**config.mk**
```make
export PLATFORM = sky130hd
export DESIGN_NAME = shift_normalizer
export DESIGN_NICKNAME = d
export VERILOG_FILES = /design/src/rtl/shift_normalizer.sv
export SDC_FILE = /design/constraint.sdc
export NUM_CORES = 1
export LEC_CHECK = 0
export ABC_AREA = 1
export CORE_MARGIN = 2
export CORE_UTILIZATION = 51
export DETAILED_ROUTE_END_ITERATION = 8
export GPL_ROUTABILITY_DRIVEN = 0
export GPL_TIMING_DRIVEN = 0
export PLACE_DENSITY = 0.77
export SYNTH_ARGS = -nofsm -noshare
export SYNTH_HDL_FRONTEND = slang
export SYNTH_SLANG_ARGS = --single-unit
```
**constraint.sdc**
```tcl
create_clock -name clk -period 1.7 [get_ports clk]
set_input_delay 0.255 -clock clk [delete_from_list [all_inputs] [get_ports clk]]
set_output_delay 0.255 -clock clk [all_outputs]
set_load 0.03 [all_outputs]
```
**src/rtl/shift_normalizer.sv**
```systemverilog
// rtl/shift_normalizer.sv - Sequential leading/trailing-zero normaliser with shift count
//
// Purpose:
//   Normalises a word toward the MSB (dir_sel=0) or the LSB (dir_sel=1). It
//   uses a binary search that handles one stage per clock, with shift amounts
//   DATA_WIDTH/2 down to 1. It returns the normalised word and the shift
//   amount, so a downstream barrel shifter can restore the original word.
//
// Optional feature macro: SHIFT_NORMALIZER_BACK2BACK_EN
//   Defined   : in DONE, in_ready follows out_ready. A new word can be accepted
//               on the same edge as the output handshake.
//   Undefined : in_ready is high only in IDLE, so one IDLE cycle separates
//               transactions.
//
// Ports:
//   clk, rst            clock, asynchronous active-high reset
//   in_valid/in_ready   input handshake; in_data and dir_sel are sampled on accept
//   in_data, dir_sel    word to normalise; 0 = toward MSB, 1 = toward LSB
//   out_valid/out_ready output handshake
//   out_data            normalised word
//   out_shift           number of bit positions shifted
//   out_zero            input word was all zeros
module shift_normalizer #(
  parameter int DATA_WIDTH = 8,
  parameter int SHIFT_W    = $clog2(DATA_WIDTH)
) (
  input  logic                  clk,
  input  logic                  rst,
  input  logic                  in_valid,
  output logic                  in_ready,
  input  logic [DATA_WIDTH-1:0] in_data,
  input  logic                  dir_sel,
  output logic                  out_valid,
  input  logic                  out_ready,
  output logic [DATA_WIDTH-1:0] out_data,
  output logic [SHIFT_W-1:0]    out_shift,
  output logic                  out_zero
);

  typedef enum logic [1:0] {IDLE, SEARCH, DONE} state_t;

  localparam logic [DATA_WIDTH-1:0] ONES = '1;

  state_t                r_state;
  logic [DATA_WIDTH-1:0] r_work;
  logic                  r_dir;
  logic [SHIFT_W-1:0]    r_count;
  logic [SHIFT_W-1:0]    r_stage;
  logic                  r_out_valid;
  logic [DATA_WIDTH-1:0] r_out_data;
  logic [SHIFT_W-1:0]    r_out_shift;
  logic                  r_out_zero;

  logic [SHIFT_W:0]      w_amt;
  logic [DATA_WIDTH-1:0] w_mask_hi;
  logic [DATA_WIDTH-1:0] w_mask_lo;
  logic                  w_hit;
  logic [DATA_WIDTH-1:0] w_work_next;
  logic [SHIFT_W-1:0]    w_count_next;
  logic                  w_accept;

  // One search stage. Amount = 2^stage. A stage "hits" when the a bits at
  // the leading end (for the current direction) are all zero.
  always_comb begin
    w_amt          = '0;
    w_amt[r_stage] = 1'b1;
    w_mask_hi      = ~(ONES >> w_amt);
    w_mask_lo      = ~(ONES << w_amt);
    w_hit          = r_dir ? ((r_work & w_mask_lo) == '0)
                           : ((r_work & w_mask_hi) == '0);
    w_work_next    = r_work;
    w_count_next   = r_count;
    if (w_hit) begin
      w_work_next           = r_dir ? (r_work >> w_amt) : (r_work << w_amt);
      w_count_next[r_stage] = 1'b1;
    end
  end

  always_comb begin
    in_ready = (r_state == IDLE);
`ifdef SHIFT_NORMALIZER_BACK2BACK_EN
    if (r_state == DONE) in_ready = out_ready;
`endif
  end

  assign w_accept = in_valid & in_ready;

  // Under the back-to-back build, an accept in DONE implies out_ready, so
  // the accept branch also retires the pending result.
  always_ff @(posedge clk or posedge rst) begin
    if (rst) begin
      r_state     <= IDLE;
      r_work      <= '0;
      r_dir       <= 1'b0;
      r_count     <= '0;
      r_stage     <= '0;
      r_out_valid <= 1'b0;
      r_out_data  <= '0;
      r_out_shift <= '0;
      r_out_zero  <= 1'b0;
    end else if (w_accept) begin
      r_work  <= in_data;
      r_dir   <= dir_sel;
      r_count <= '0;
      r_stage <= SHIFT_W'(SHIFT_W - 1);
      if (in_data == '0) begin
        r_out_data  <= '0;
        r_out_shift <= '0;
        r_out_zero  <= 1'b1;
        r_out_valid <= 1'b1;
        r_state     <= DONE;
      end else begin
        r_out_zero  <= 1'b0;
        r_out_valid <= 1'b0;
        r_state     <= SEARCH;
      end
    end else begin
      case (r_state)
        SEARCH: begin
          r_work  <= w_work_next;
          r_count <= w_count_next;
          if (r_stage == '0) begin
            r_out_data  <= w_work_next;
            r_out_shift <= w_count_next;
            r_out_valid <= 1'b1;
            r_state     <= DONE;
          end else begin
            r_stage <= r_stage - 1'b1;
          end
        end
        DONE: begin
          if (out_ready) begin
            r_out_valid <= 1'b0;
            r_state     <= IDLE;
          end
        end
        default: r_state <= IDLE;
      endcase
    end
  end

  assign out_valid = r_out_valid;
  assign out_data  = r_out_data;
  assign out_shift = r_out_shift;
  assign out_zero  = r_out_zero;

endmodule

```
**Word-level counts from Yosys, hierarchy flattened**

Cells that the tools add are included.
W data, S select, Z words.

- Reduce and logical (&&, ||, !) cells: 13
- Equality and inequality tests: 6
- $add $sub $neg: 1
- Muxes and demuxes: 31
- Bitwise logic cells: 6
- $lt $le $gt $ge: 2
- Shift-type cells: 4

Operators with widths:

| cell | count |
|---|---|
| $mux W8 | 8 |
| $mux W3 | 10 |
| $logic_not A8 Y1 | 3 |
| $and A8 B8 Y8 | 2 |
| $not A8 Y8 | 2 |
| $mux W2 | 4 |
| $shl A8 B4 Y8 | 1 |
| $shl A8 B4 Y8 const A | 1 |
| $shr A8 B4 Y8 | 1 |
| $shr A8 B4 Y8 const A | 1 |
| $mux W1 | 6 |
| $ne A3 B3 Y1 const B | 2 |
| $reduce_and A3 Y1 | 2 |
| $pmux W2 S2 | 1 |
| $reduce_and A2 Y1 | 2 |
| $reduce_bool A2 Y1 | 2 |
| $ge A3 B1 Y1 const B | 1 |
| $logic_not A3 Y1 | 1 |
| $lt A3 B3 Y1 const B | 1 |
| $or A3 B3 Y3 | 1 |
| $reduce_bool A3 Y1 | 1 |
| $sub A3 B1 Y3 const B | 1 |
| $demux W1 S2 | 1 |
| $eq A2 B1 Y1 const B | 1 |
| 7 further kinds | 7 |

- Bits of input ports: 13
- Flip-flop bits (word level): 30

**Depth between registers and ports, before layout**

- Depth after elaboration: 13
- Mapped depth: 16
- Depth with buffers taken out: 15

**Worst setup path before layout**

No wires, ideal clock.

- Kind: reg-to-reg
- Start point: register r_state[1]
- End point: register r_out_data[1] (netlist: out_data[1])
- Path slack: -0.315 ns
- Required time: 1.582 ns
- Arrival time: 1.897 ns
- Period minus slack after synthesis: 2.015 ns
- Buffers on the path: 2
- Stages on the path, launching flop included: 9
- Cell sequence: dfrtp_1 -> nor2_1 -> nand2_1 -> inv_1 -> clkbuf_1 -> o21ai_1 -> buf_2 -> nand2_1 -> nand2_1

- Cells in the longest elaborated chain, start to end: 4

Ends and longest elaborated chain:

| what | line | text |
|---|---|---|
| from (decl) | 44 | `state_t r_state;` |
| from (signal assigned) | 92 | `r_state <= IDLE;` |
| from (signal assigned) | 111 | `r_state <= DONE;` |
| from (signal assigned) | 115 | `r_state <= SEARCH;` |
| $logic_not A2 Y1 * | 80 | `in_ready = (r_state == IDLE);` |
| named net in_ready | 30 | `output logic in_ready,` |
| $and A1 B1 Y1 * | 86 | `assign w_accept = in_valid & in_ready;` |
| $ne A2 B1 Y1 (no source line) or $reduce_bool A2 Y1 (tied branches) | -- |  |
| $reduce_and A3 Y1 (no source line) | -- |  |
| to (signal assigned) | 123 | `r_out_data <= w_work_next;` |
| to (decl) | 50 | `logic [DATA_WIDTH-1:0] r_out_data;` |

Mark *: on every way through the listed nets, which the timed path passes. The rest lies on a longest branch.
A chain may end at the register's enable or synchronous reset.

**Worst setup path in the final report**

- Start point: register r_stage[1]
- End point: register r_work[5]

- Cells in the longest elaborated chain, start to end: 12

Ends and longest elaborated chain:

| what | line | text |
|---|---|---|
| from (decl) | 48 | `logic [SHIFT_W-1:0] r_stage;` |
| from (signal assigned) | 105 | `r_stage <= SHIFT_W'(SHIFT_W - 1);` |
| from (signal assigned) | 128 | `r_stage <= r_stage - 1'b1;` |
| $ge A3 B1 Y1 (implied by the code) or $lt A3 B3 Y1 (tied branches) | 66 | `w_amt[r_stage] = 1'b1;` |
| $logic_and A1 B1 Y1 (implied by the code) | 66 |  |
| $mux W1 (implied by the code) | 66 |  |
| $demux W1 S2 * | 66 |  |
| $shr A8 B4 Y8 or $shl A8 B4 Y8 (tied branches) | 67, 68 |  |
| $not A8 Y8, on equally long branches | 67, 68 |  |
| $and A8 B8 Y8, on equally long branches | 70, 69 |  |
| $logic_not A8 Y1, on equally long branches | 70, 69 |  |
| $mux W1 | 69 | `w_hit = r_dir ? ((r_work & w_mask_lo) == '0)` |
| $mux W8 * | 73 | `if (w_hit) begin` |
| $mux W8 * | 118 | `case (r_state)` |
| $mux W8 * | 101 | `end else if (w_accept) begin` |
| to (signal assigned) | 102 | `r_work <= in_data;` |
| to (signal assigned) | 120 | `r_work <= w_work_next;` |
| to (decl) | 45 | `logic [DATA_WIDTH-1:0] r_work;` |

Mark *: on every way between the ends. The rest lies on a longest branch, timed or not. The select of a mux whose other input is x is not followed.

==> results.py <==
metrics = {
    "clocking": {
        "insertion_delay_ns": 0.28,
        "clkTransAtPathRegs_ns": 0.06,
        "cts_made_buffers": 5,
        "clockBufferDepth": 2,
        "tritoncts": "yes",
        "cts-root-buf": "clkbuf_8",
        "cts_htree_levels": 2,
        "cts.sinks": 30,
    },
    "logic_synthesis": {
        "yosysMostFrequentCell": "nand2_1",
        "syn_nets": 373,
        "synth.distinct_cells": 26,
        "synthMuxAreaShare": 0,
        "synthTopCellsByArea": "dfrtp_1 33%, nand2_1 24%, nand3_1 12%, inv_1 6.2%, ha_1 2.8%",
        "synth_edf_count": 0,
        "synth_ff_type": "dfrtp_1",
        "synth_xor_area_frac": 0,
        "synthSimpleGateAreaFrac": 0.441,
        "synth_compound_area_frac": 0.102,
        "synth_top_area_share": 0.334,
        "syn_inst": 355,
        "synth_adder_area_share": 0.0279,
        "ys_seq_area_frac": 0.334,
        "synthTopCellsByCount": "146 x nand2_1, 54 x nand3_1, 37 x inv_1",
        "synth_top_family_by_area": "simple AND/OR/NAND/NOR gates",
        "synth_area_sq_um": 2240,
        "yosysTopAreaCell": "dfrtp_1",
        "syn_avg_cell_area_sq_um": 6.32,
        "yosysWarnings": 0,
        "async_flop_share": 1.00,
        "synth_seq_cells": 30,
    },
    "sta": {
        "final.period_utilization": 1.17,
        "final_max_slew_viol_count": 0,
        "hold_ws_ns": 0.481,
        "grt_setup_unrepaired": "yes",
        "setup_viol": 23,
        "max_freq_ghz": 0.504,
        "finalClockSkew_ns": 0.00360,
        "setup_ws_ns": -0.283,
        "hold_violations": 0,
        "min_period_ns": 1.98,
        "slew_headroom": 0.229,
        "tightest_slew_ns": 1.16,
    },
    "flow_run": {
        "maxCapViolations": 0,
    },
    "detailed_routing": {
        "post_drt_wl_per_cell_um": 15.8,
        "drtIter0Drc": 231,
        "first_pass_iters": 5,
        "drc_errors": 0,
        "viasPerCell": 5.68,
        "detail-route-antenna-nets": 0,
        "routed_wl_mm": 7.10,
        "vias": 2554,
    },
    "floorplan": {
        "die_h_um": 70.3,
        "start_util": 0.523,
        "dieWidth_um": 70.3,
        "io_pins": 27,
        "core_sq_um": 4290,
        "core.rowCount": 24,
        "die-area_sq_um": 4950,
    },
    "global_route": {
        "grt_pass1_vias": 2410,
        "grt_pass1_wl_mm": 10.9,
        "grt-ovfl-total": 0,
        "antenna_found_initial": 0,
        "grtUsageTotal": 0.277,
        "grt_max_degree": 31,
    },
    "layout": {
        "n_antenna_cell": 0,
        "stdcell_count": 450,
        "final_util": 0.733,
        "drive_gt1_frac": 0.289,
        "syn2layout_area_growth_pct": 40.3,
        "layout.nets": 415,
        "nFillCells": 342,
    },
    "place": {
        "io_buffers": 26,
        "placed_cells": 433,
        "dp_hpwl_mm": 4.63,
        "dp_slack_ns": -0.417,
    },
    "run_status": {
        "failed_checks": "setup timing",
        "status": "finished, violations left",
    },
    "hold_path": {
        "worstHoldPathType": "reg -> reg",
    },
    "setup_path": {
        "worst_path_max_delay_cell": "dfrtp_2",
        "max_stage_delay_ns": 0.47,
        "arrival_ns": 2.15,
        "crit_fanout": 5,
        "end_kind": "flip-flop",
        "cp_top_family": "simple AND/OR/NAND/NOR gates",
        "path_class": "reg -> reg",
        "worstPathRequired_ns": 1.87,
        "path_common_cell": "nand2_1",
        "worstSetupStartpointType": "flip-flop",
        "worstPathCellList": "inv_4, ha_4, inv_2, nor2_4, nand2_1, nand2_1, nand2_1, nand2_1, nor2_2, nand2_4, nand2_4, buf_8, nand2_2, nand2_2, nand3_1, nand2_1",
        "path_buf_inv": 3,
    },
}
layout make-up:
type                       instances  area (sq um)  area share
buffer                            11          90.1      0.0286
clock buffer                       7          76.3      0.0242
clock inverter                     1          30.0     0.00954
inverter                          40           158      0.0501
multi-input combinational        274          1630       0.518
sequential                        30           753       0.239
tap                               52          65.1      0.0207
timing repair buffer              35           345       0.110
worst paths after layout:
check                               to  depth (start not counted)  slack (ns)        start
setup / recovery             r_work[5]                         16       -0.28   r_stage[1]
hold / removal             out_data[3]                          2        0.48  out_data[3]
max in group asynchronous   r_stage[1]                          2        0.34          rst
min in group asynchronous  out_data[4]                          2        0.59          rst
hold reg to reg            out_data[3]                          2        0.48  out_data[3]
setup reg to reg             r_work[5]                         16       -0.28   r_stage[1]
registers in the layout, summed over array words and instances, names as in the netlist:
| register | count |
|---|---|
| out_data | 8 |
| r_work | 8 |
| out_shift | 3 |
| r_count | 3 |
| r_stage | 3 |
| r_state | 2 |
| out_valid | 1 |
| out_zero | 1 |
| r_dir | 1 |
stage by stage:
stage	setup TNS [ns]	cell area, sq um
2_1_floorplan	-1.22	2300
3_3_place_gp	-8.76	2630
3_5_place_dp	-8.78	2630
4_1_cts	-3.82	2940
5_1_grt	-7.76	3150
6_report	-5.14	3150
timing repair:
action / in CTS / in global routing
setup buffers: 5 / 3
gates resized for setup: 54 / 50
pin swaps: 21 / 30
endpoints found under the setup margin: 26 / 26
hold buffers: 0 / 0
gates cloned: 1 / 0
routing by layer:
metal,part of all wire,track usage,wire [um]
met1,0.41,0.358,2900
met2,0.47,0.445,3360
met3,0.081,0.0519,574
met4,0.038,0.132,267
met5,0,0,0
placed cells by master (no fill, tap or decap), drive strengths merged:
master,count
nor3,1
o22ai,7
nand3,56
nor2,16
o21ai,17
or2,1
buf,15
nand4,3
inv,40
dfrtp,30
clkbuf,12
a21oi,10
bufinv,1
o21a,1
clkdlybuf4s50,25
o211ai,2
ha,5
a31oi,2
dlygate4sd2,1
nand2,153
worst reg2reg max path: cells and delay by family, from the launching register on:
| kind | cells | cell delay [ns] |
|---|---|---|
| buf+inv | 3 | 0.30 |
| flops | 1 | 0.47 |
| simple gates | 12 | 0.93 |
| fa+ha+maj | 1 | 0.18 |
kinds of logic after synthesis:
| logic type | after synthesis |
|---|---|
| AO/OA/AOI/OAI | 39 |
| adder cells (fa/ha/maj) | 5 |
| buffers and inverters | 51 |
| flip-flops | 30 |
| AND/OR/NAND/NOR | 230 |
Power is not shown: default switching activity piles up to over one toggle a cycle in this logic, so the estimate is an artifact.
